==> src/rtl/echo_delay_ctrl.sv <==
// rtl/echo_delay_ctrl.sv - circular SPRAM delay line with echo mix and feedback write-back
module echo_delay_ctrl #(
    parameter int BITSIZE   = 24,
    parameter int ADDRLEN   = 16,
    parameter int MIX_SHIFT = 1
) (
    input  logic               clk,
    input  logic               reset,
    input  logic [BITSIZE-1:0] sample_in,
    input  logic               sample_valid,
    input  logic [ADDRLEN-1:0] delay,
    input  logic [2:0]         fb_shift,
    output logic [BITSIZE-1:0] sample_out,
    output logic               sample_out_valid,
    output logic               busy,
    output logic               overrun,
    output logic [ADDRLEN-1:0] mem_addr,
    output logic [BITSIZE-1:0] mem_datain,
    output logic               mem_wren,
    input  logic [BITSIZE-1:0] mem_dataout
);

    typedef enum logic [2:0] {
        S_CLEAR   = 3'd0,
        S_IDLE    = 3'd1,
        S_READ    = 3'd2,
        S_CAPTURE = 3'd3,
        S_WRITE   = 3'd4
    } state_t;

    localparam logic [ADDRLEN-1:0] ADDR_ONE = 1;

    state_t             state_q, state_d;
    logic [ADDRLEN-1:0] clr_cnt_q, clr_cnt_d;
    logic               clr_last_q, clr_last_d;
    logic [ADDRLEN-1:0] wr_ptr_q, wr_ptr_d;
    logic [BITSIZE-1:0] x_q, x_d;
    logic [2:0]         fb_q, fb_d;
    logic [BITSIZE-1:0] d_q, d_d;
    logic [BITSIZE-1:0] sample_out_q, sample_out_d;
    logic               out_valid_q, out_valid_d;
    logic               busy_q, busy_d;
    logic               overrun_q, overrun_d;
    logic [ADDRLEN-1:0] mem_addr_q, mem_addr_d;
    logic [BITSIZE-1:0] mem_datain_q, mem_datain_d;
    logic               mem_wren_q, mem_wren_d;

    logic signed [BITSIZE-1:0] fb_term;
    logic signed [BITSIZE-1:0] mix_term;

    // Sum in BITSIZE+1 bits; overflow shows as the top two bits disagreeing.
    function automatic logic [BITSIZE-1:0] sat_add(input logic [BITSIZE-1:0] a,
                                                   input logic [BITSIZE-1:0] b);
        logic [BITSIZE:0] s;
        s = {a[BITSIZE-1], a} + {b[BITSIZE-1], b};
        if (s[BITSIZE] != s[BITSIZE-1])
            sat_add = s[BITSIZE] ? {1'b1, {(BITSIZE-1){1'b0}}} : {1'b0, {(BITSIZE-1){1'b1}}};
        else
            sat_add = s[BITSIZE-1:0];
    endfunction

    assign fb_term  = $signed(mem_dataout) >>> fb_q;
    assign mix_term = $signed(d_q) >>> MIX_SHIFT;

    always_comb begin
        state_d      = state_q;
        clr_cnt_d    = clr_cnt_q;
        clr_last_d   = clr_last_q;
        wr_ptr_d     = wr_ptr_q;
        x_d          = x_q;
        fb_d         = fb_q;
        d_d          = d_q;
        sample_out_d = sample_out_q;
        out_valid_d  = 1'b0;
        busy_d       = busy_q;
        overrun_d    = overrun_q;
        mem_addr_d   = mem_addr_q;
        mem_datain_d = mem_datain_q;
        mem_wren_d   = mem_wren_q;

        case (state_q)
            S_CLEAR: begin
                if (!clr_last_q) begin
                    mem_addr_d   = clr_cnt_q;
                    mem_datain_d = '0;
                    mem_wren_d   = 1'b1;
                    busy_d       = 1'b1;
                    clr_cnt_d    = clr_cnt_q + ADDR_ONE;
                    clr_last_d   = (clr_cnt_q == {ADDRLEN{1'b1}});
                end else begin
                    mem_addr_d = '0;
                    mem_wren_d = 1'b0;
                    busy_d     = 1'b0;
                    clr_last_d = 1'b0;
                    state_d    = S_IDLE;
                end
            end
            S_IDLE: begin
                if (sample_valid) begin
                    x_d        = sample_in;
                    fb_d       = fb_shift;
                    mem_addr_d = wr_ptr_q - delay;
                    busy_d     = 1'b1;
                    state_d    = S_READ;
                end
            end
            S_READ: begin
                state_d = S_CAPTURE;
            end
            S_CAPTURE: begin
                // Read data is valid now; the write word is formed straight from it.
                d_d          = mem_dataout;
                mem_addr_d   = wr_ptr_q;
                mem_wren_d   = 1'b1;
                mem_datain_d = (fb_q == 3'd0) ? x_q : sat_add(x_q, fb_term);
                state_d      = S_WRITE;
            end
            S_WRITE: begin
                mem_wren_d   = 1'b0;
                busy_d       = 1'b0;
                sample_out_d = sat_add(x_q, mix_term);
                out_valid_d  = 1'b1;
                wr_ptr_d     = wr_ptr_q + ADDR_ONE;
                state_d      = S_IDLE;
            end
            default: begin
                state_d = S_CLEAR;
            end
        endcase

        if (sample_valid && (state_q == S_READ || state_q == S_CAPTURE || state_q == S_WRITE))
            overrun_d = 1'b1;
    end

    always_ff @(posedge clk) begin
        if (reset) begin
            state_q      <= S_CLEAR;
            clr_cnt_q    <= '0;
            clr_last_q   <= 1'b0;
            wr_ptr_q     <= '0;
            x_q          <= '0;
            fb_q         <= '0;
            d_q          <= '0;
            sample_out_q <= '0;
            out_valid_q  <= 1'b0;
            busy_q       <= 1'b0;
            overrun_q    <= 1'b0;
            mem_addr_q   <= '0;
            mem_datain_q <= '0;
            mem_wren_q   <= 1'b0;
        end else begin
            state_q      <= state_d;
            clr_cnt_q    <= clr_cnt_d;
            clr_last_q   <= clr_last_d;
            wr_ptr_q     <= wr_ptr_d;
            x_q          <= x_d;
            fb_q         <= fb_d;
            d_q          <= d_d;
            sample_out_q <= sample_out_d;
            out_valid_q  <= out_valid_d;
            busy_q       <= busy_d;
            overrun_q    <= overrun_d;
            mem_addr_q   <= mem_addr_d;
            mem_datain_q <= mem_datain_d;
            mem_wren_q   <= mem_wren_d;
        end
    end

    assign sample_out       = sample_out_q;
    assign sample_out_valid = out_valid_q;
    assign busy             = busy_q;
    assign overrun          = overrun_q;
    assign mem_addr         = mem_addr_q;
    assign mem_datain       = mem_datain_q;
    assign mem_wren         = mem_wren_q;

endmodule

==> config.mk <==
export PLATFORM = sky130hd
export DESIGN_NAME = echo_delay_ctrl
export DESIGN_NICKNAME = d
export VERILOG_FILES = /design/src/rtl/echo_delay_ctrl.sv
export SDC_FILE = /design/constraint.sdc
export NUM_CORES = 1
export LEC_CHECK = 0
export ABC_CLOCK_PERIOD_IN_PS = 9140
export CORE_ASPECT_RATIO = 0.6
export CORE_MARGIN = 4
export CORE_UTILIZATION = 45
export CTS_BUF_LIST = sky130_fd_sc_hd__clkbuf_8
export DETAILED_ROUTE_END_ITERATION = 7
export GPL_TIMING_DRIVEN = 0
export HOLD_SLACK_MARGIN = 0.02
export PLACE_DENSITY_LB_ADDON = 0.2
export SYNTH_ARGS = -nofsm -noshare
export SYNTH_HDL_FRONTEND = slang
export SYNTH_SLANG_ARGS = --single-unit
==> constraint.sdc <==
create_clock -name clk -period 9.14 [get_ports clk]
set_input_delay 1.828 -clock clk [delete_from_list [all_inputs] [get_ports clk]]
set_output_delay 1.828 -clock clk [all_outputs]
set_load 0.02 [all_outputs]
* Word level (Yosys, flattened, before mapping)
Index checks and enable logic that the tools add are counted.
Word-level totals: register bits 155, bits in latches 0, RAM bits 0, ROM bits 0, output and inout bits 68, memories 0
Operators by class: add/subtract/negate cells 5, multipliers 0, divide/modulo/power cells 0, $lt $le $gt $ge 0, eq/ne operators 10, shift operators 1, muxes and demuxes 19, bitwise operators 1, reductions and logical operators 15
Operator list (number):
- 2-to-1 mux 24 bit | 6
- case mux 16 bit (3 select lines) | 1
- case mux 24 bit (2 select lines) | 1
- adder 16 x 1 -> 16 bit (second input constant) | 2
- 2-to-1 mux 16 bit | 2
- adder 24 x 23 -> 25 bit | 1
- adder 24 x 24 -> 25 bit | 1
- >>> shifter 24 x 3 -> 24 bit | 1
- == test 16 bit (second input constant) | 1
- subtractor 16 bit | 1
- case mux 3 bit (5 select lines) | 1
- AND reduction 2 bit | 6
- nonzero test 3 bit | 3
- == test 3 x 2 -> 1 bit (second input constant) | 2
- logical NOT 3 bit | 2
- 2-to-1 mux 3 bit | 2
- inequality test 2 bit (second input constant) | 3
- case mux 1 bit (3 select lines) | 2
- 2-to-1 mux 1 bit | 4
- == test 3 x 1 -> 1 bit (second input constant) | 1
- == test 3 bit (second input constant) | 1
- logical OR 1 bit | 2
- inequality test 1 bit | 2
- nonzero test 2 bit | 1
- 2 further kinds | 2

* Depth between registers and ports, before layout
Gate-level depths: netlist of run 1.
word-level depth 6, depth in mapped cells 20, depth with buffers taken out 16

* Worst setup path after synthesis of run 1
OpenSTA, ideal clock, no wires.
path kind input -> register, start point in mem_dataout[10], end point reg mem_datain_q[11], in the netlist mem_datain[11], setup time 120 ps, data arrival time 4716 ps, data required time 9020 ps, path slack 4304 ps, stages on the path 12, buffers on the path 1, path through mux2_2 mux4_2 ha_1 a21o_1 a21oi_1 a21boi_0 nor3_1 o211ai_1 mux2_4 o21ai_4 buf_4 o31ai_1
Between the ends: cells in the longest elaborated chain, start to end 6, elaborated cells between the ends (all ways) 7
RTL lines:
- start, declared | RTL line 20 | input logic [BITSIZE-1:0] mem_dataout
- >>> shifter 24 x 3 -> 24 bit (*) | RTL line 62 | assign fb_term = $signed(mem_dataout) >>> fb_q;
- adder 24 x 24 -> 25 bit (*) | RTL line 55 | s = {a[BITSIZE-1], a} + {b[BITSIZE-1], b};
- 2-to-1 mux 24 bit / inequality test 1 bit (equally long branches) | RTL line 57, 56
- 2-to-1 mux 24 bit (*) | RTL line 56 | if (s[BITSIZE] != s[BITSIZE-1])
- 2-to-1 mux 24 bit (*) | RTL line 115 | mem_datain_d = (fb_q == 3'd0) ? x_q : sat_add(x_q, fb_term);
- case mux 24 bit (2 select lines) (*) | RTL line 81 | case (state_q)
- end signal, assigned | RTL line 164 | mem_datain_q <= mem_datain_d;
- end, declared | RTL line 45 | logic [BITSIZE-1:0] mem_datain_q, mem_datain_d;
Every way passes the cells marked *; elsewhere a longest branch is shown, timed or not. A chain may end at the register's enable or synchronous reset.

* Final worst setup path of run 1
start point in mem_dataout[8], end point reg mem_datain_q[17], in the netlist mem_datain[17]
The elaborated chain is that of the path after synthesis.

==> results of run 1 <==
## report_power, final
group | internal [W] | total, W | switching, W | leakage, nW
logic | 0.0000561 | 0.000120 | 0.0000635 | 3.32
clock network | 0.000334 | 0.000622 | 0.000287 | 0.233
registers | 0.000673 | 0.000676 | 0.00000332 | 1.24
total | 0.00106 | 0.00142 | 0.000354 | 4.80
## worst max-delay path: stages
cell and delay [ns]:
clkdlybuf4s50_1 0.48, mux2_2 0.31, o21ai_0 0.34, a21oi_1 0.19
ha_1 0.30, a21o_1 0.15, a21oi_1 0.16, nand2b_2 0.18
a211oi_1 0.11, nor3_1 0.68, o211ai_1 0.33, mux2_4 0.42
o21ai_4 0.29, buf_4 0.24, o31ai_1 0.10
## layout by cell type (no fill, tap or decap), types with 26 or more instances in the layout
cell             instances
clkdlybuf4s50_1        136
nand3_1                 26
o21ai_0                 75
nand2_1                194
clkbuf_1                61
dfxtp_1                154
nor3_1                  30
inv_1                   41
a21oi_1                149
xor2_1                  34
xnor2_1                 37
ha_1                    65
nor2_1                 153
## state kept, by name (all words and copies together) (netlist names)
name / count
mem_datain: 24
sample_out: 24
x_q: 24
d_q: 23
clr_cnt_q: 16
mem_addr: 16
wr_ptr_q: 16
fb_q: 3
state_q: 3
busy: 1
clr_last_q: 1
mem_wren: 1
overrun: 1
sample_out_valid: 1
## through the flow
| step | area, um^2 | util, % | hold WS, ns |
|---|---|---|---|
| final | 12400 | 55.9 | 0.462 |
| after global routing | 12400 | 55.9 | 0.484 |
| after CTS | 12400 | 55.9 | 0.466 |
| after detailed placement | 11900 | 53.9 | 0.443 |
| after global placement | 11900 | 53.9 | 0.442 |
| after floorplan | 10200 | - | 0.440 |
## final timing paths
| path | startpoint | cells after the start | slack, ns | endpoint |
|---|---|---|---|---|
| worst max-delay path | mem_dataout[8] | 15 | 3.37 | mem_datain[17] |
| worst min-delay path | mem_datain[7] | 2 | 0.46 | mem_datain[7] |
| worst max register to register | fb_q[0] | 17 | 3.81 | mem_datain[17] |
| worst min register to register | mem_datain[7] | 2 | 0.46 | mem_datain[7] |
## logic make-up (layout without fill, tap and decap cells)
logic type	Yosys count	after routing	synth area share, %
AND/OR/NAND/NOR	486	486	20.9
XOR/XNOR	71	71	6.12
buffers and inverters	114	281	4.47
adder cells (fa/ha/maj)	80	80	9.87
AO/OA/AOI/OAI	384	384	24.0
flip-flops	154	154	30.3
multiplexers	38	38	4.34
## cell type report
class | instances | area [um^2] | share of cell area (%)
plain buffers | 72 | 297 | 2.40
clock buffers | 18 | 248 | 2.00
clock inverters | 13 | 216 | 1.75
inverters | 42 | 158 | 1.27
multi-input cells | 1059 | 6630 | 53.6
flip-flops and latches | 154 | 3080 | 24.9
well taps | 308 | 385 | 3.11
repair buffers | 136 | 1360 | 11.0
## layer usage
| metal | vias to the layer above | track usage [%] |
|---|---|---|
| li1 | 5005 | - |
| met1 | 4791 | 43.4 |
| met2 | 421 | 33.6 |
| met3 | 30 | 6.64 |
| met4 | 0 | 6.39 |
| met5 | - | 0 |
==> flow_metrics.py, run 1 <==
metrics = {
    "flow_run": {
        "cap_violations": 0,
    },
    "die": {
        "dieArea_um2": 25100,
        "start_util_pct": 46.0,
        "core_area_um2": 22100,
        "num_rows": 42,
        "die_h_um": 124,
        "num_io_pins": 138,
        "fp.dieW_um": 202,
    },
    "clock_network": {
        "htreeDepth": 4,
        "cts.sinks": 154,
        "cts_tree": "built",
        "post-cts-setup-buffers": 0,
        "ctsHoldBuffers": 0,
        "cts_resized": 0,
        "ctsRootBufferMaster": "clkbuf_8",
        "cts_max_path_buffers": 2,
        "clkLatencyLatePin_ns": 0.49,
        "path_clk_slew_ns": 0.08,
        "cts_buffers": 17,
    },
    "synthesis": {
        "synth_ff_type": "dfxtp_1",
        "yosysTopAreaCellShare_pct": 30.3,
        "synth.most_common_cell": "nand2_1",
        "yosysTopAreaCell": "dfxtp_1",
        "ys_top_cells_by_area": "dfxtp_1, ha_1, a21oi_1, nand2_1, nor2_1",
        "ys_warn_count": 0,
        "synthTopCellsByCount": "nand2_1, dfxtp_1, nor2_1",
        "ys_seq_area_share_pct": 30.3,
        "avgSynthCellArea_um2": 7.66,
        "synth_area_um2": 10200,
        "ys_async_sr_fraction_pct": 0,
        "synth_edf_count": 0,
        "synth-seq-cells": 154,
        "synth.net_count": 1465,
        "synth_cells": 1327,
        "yosysUniqueCellTypes": 70,
    },
    "power": {
        "fin_total_pwr_w": 0.00142,
        "p_leak_nw": 4.80,
        "ir_drop_mv": 0.0919,
        "power_density_nw_per_um2": 114,
    },
    "sta": {
        "fin_crit_sh_pct": 63.1,
        "worst_slack_ns": 3.37,
        "worst_pin_slew_ns": 1.03,
        "rsz0062_at_grt": "no",
        "max_slew_margin_pct": 30.7,
        "post-route-min-period_ns": 5.77,
        "fmax_mhz": 173,
        "clock-skew-final_ns": 0.0162,
        "finalSetupViolations": 0,
        "finalMaxSlewViolations": 0,
        "hold_viol_final": 0,
        "finalSetupTns_ns": 0,
    },
    "detailed_routing": {
        "drt_iter0_markers": 950,
        "vias": 10200,
        "wl_per_cell_um": 18.9,
        "vias_per_cell": 5.69,
        "wl_met2_mm": 12.7,
        "drtAntennaViolNets": 0,
        "drt_pass1_iterations": 5,
        "wl_mm": 34.1,
        "wl_met3_mm": 4.02,
        "wirelength_met1_mm": 17.0,
        "drc": 0,
        "top_layer_used": "met4",
    },
    "placement": {
        "io_buffers": 136,
        "dp_cells": 1771,
        "pre_cts_ws_ns": 2.94,
        "globalplace.congestion": 0.985,
        "dp_hpwl_mm": 27.0,
    },
    "grt": {
        "grt_pass1_wl_mm": 53.2,
        "grt_pass1_vias": 9446,
        "antenna_found_initial": 0,
        "grt_max_degree": 17,
        "grt_util_all_layers_pct": 26.6,
        "grt_overflow": 0,
    },
    "worst_setup_path": {
        "path_max_fanout": 10,
        "required_ns": 9.50,
        "startpoint_type": "input pin",
        "worst_ep_arrival_time_ns": 6.13,
        "crit_path_end_kind": "flop",
        "path_class": "in2reg",
    },
    "run_status": {
        "outcome": "finished clean",
    },
    "finish": {
        "fillers": 2111,
        "final_cell_count_no_fill": 1802,
        "drive_gt1_share_pct": 5.96,
        "antenna-diode-count": 0,
        "nets": 1620,
        "area_delta_synth_final_pct": 21.7,
    },
    "min_path": {
        "hold_path.class": "reg2reg",
    },
}
(Power assumes the default switching activity.)
==> run 2, diff against run 1 <==
--- a/config.mk
+++ b/config.mk
@@ -5,7 +5,7 @@
 export SDC_FILE = /design/constraint.sdc
 export NUM_CORES = 1
 export LEC_CHECK = 0
-export ABC_CLOCK_PERIOD_IN_PS = 9140
+export ABC_CLOCK_PERIOD_IN_PS = 6000
 export CORE_ASPECT_RATIO = 0.6
 export CORE_MARGIN = 4
 export CORE_UTILIZATION = 45
==> constraint.sdc (replaced) <==
create_clock -name clk -period 6 [get_ports clk]
set_input_delay 1.2 -clock clk [delete_from_list [all_inputs] [get_ports clk]]
set_output_delay 1.2 -clock clk [all_outputs]
set_load 0.02 [all_outputs]
==> results of run 2 <==
The final DEF is identical to that of run 1. Status: finished clean.
Among the figures that moved: setup slack after placement 2.94 ns -> 0.429 ns; clock-pin slew on the worst setup and hold paths 0.08 ns -> 0.09 ns; setup slack after layout 3.37 ns -> 0.673 ns; start point of the critical path mem_dataout[8] -> fb_q[0]; register-to-register setup slack 3.81 ns -> 0.67 ns; total power 0.00142 W -> 0.00216 W; worst IR drop on VDD 0.0919 mV -> 0.140 mV
==> run 3, diff against run 2 <==
--- a/config.mk
+++ b/config.mk
@@ -12,7 +12,7 @@
 export CTS_BUF_LIST = sky130_fd_sc_hd__clkbuf_8
 export DETAILED_ROUTE_END_ITERATION = 7
 export GPL_TIMING_DRIVEN = 0
-export HOLD_SLACK_MARGIN = 0.02
+export HOLD_SLACK_MARGIN = 0.1
 export PLACE_DENSITY_LB_ADDON = 0.2
 export SYNTH_ARGS = -nofsm -noshare
 export SYNTH_HDL_FRONTEND = slang
==> results of run 3 <==
The final DEF is identical to that of run 1. Status: finished clean.
Among the figures that moved: setup slack after placement 2.94 ns -> 0.429 ns; clock-pin slew on the worst setup and hold paths 0.08 ns -> 0.09 ns; setup slack after layout 3.37 ns -> 0.673 ns; start point of the critical path mem_dataout[8] -> fb_q[0]; register-to-register setup slack 3.81 ns -> 0.67 ns; total power 0.00142 W -> 0.00216 W; worst IR drop on VDD 0.0919 mV -> 0.140 mV
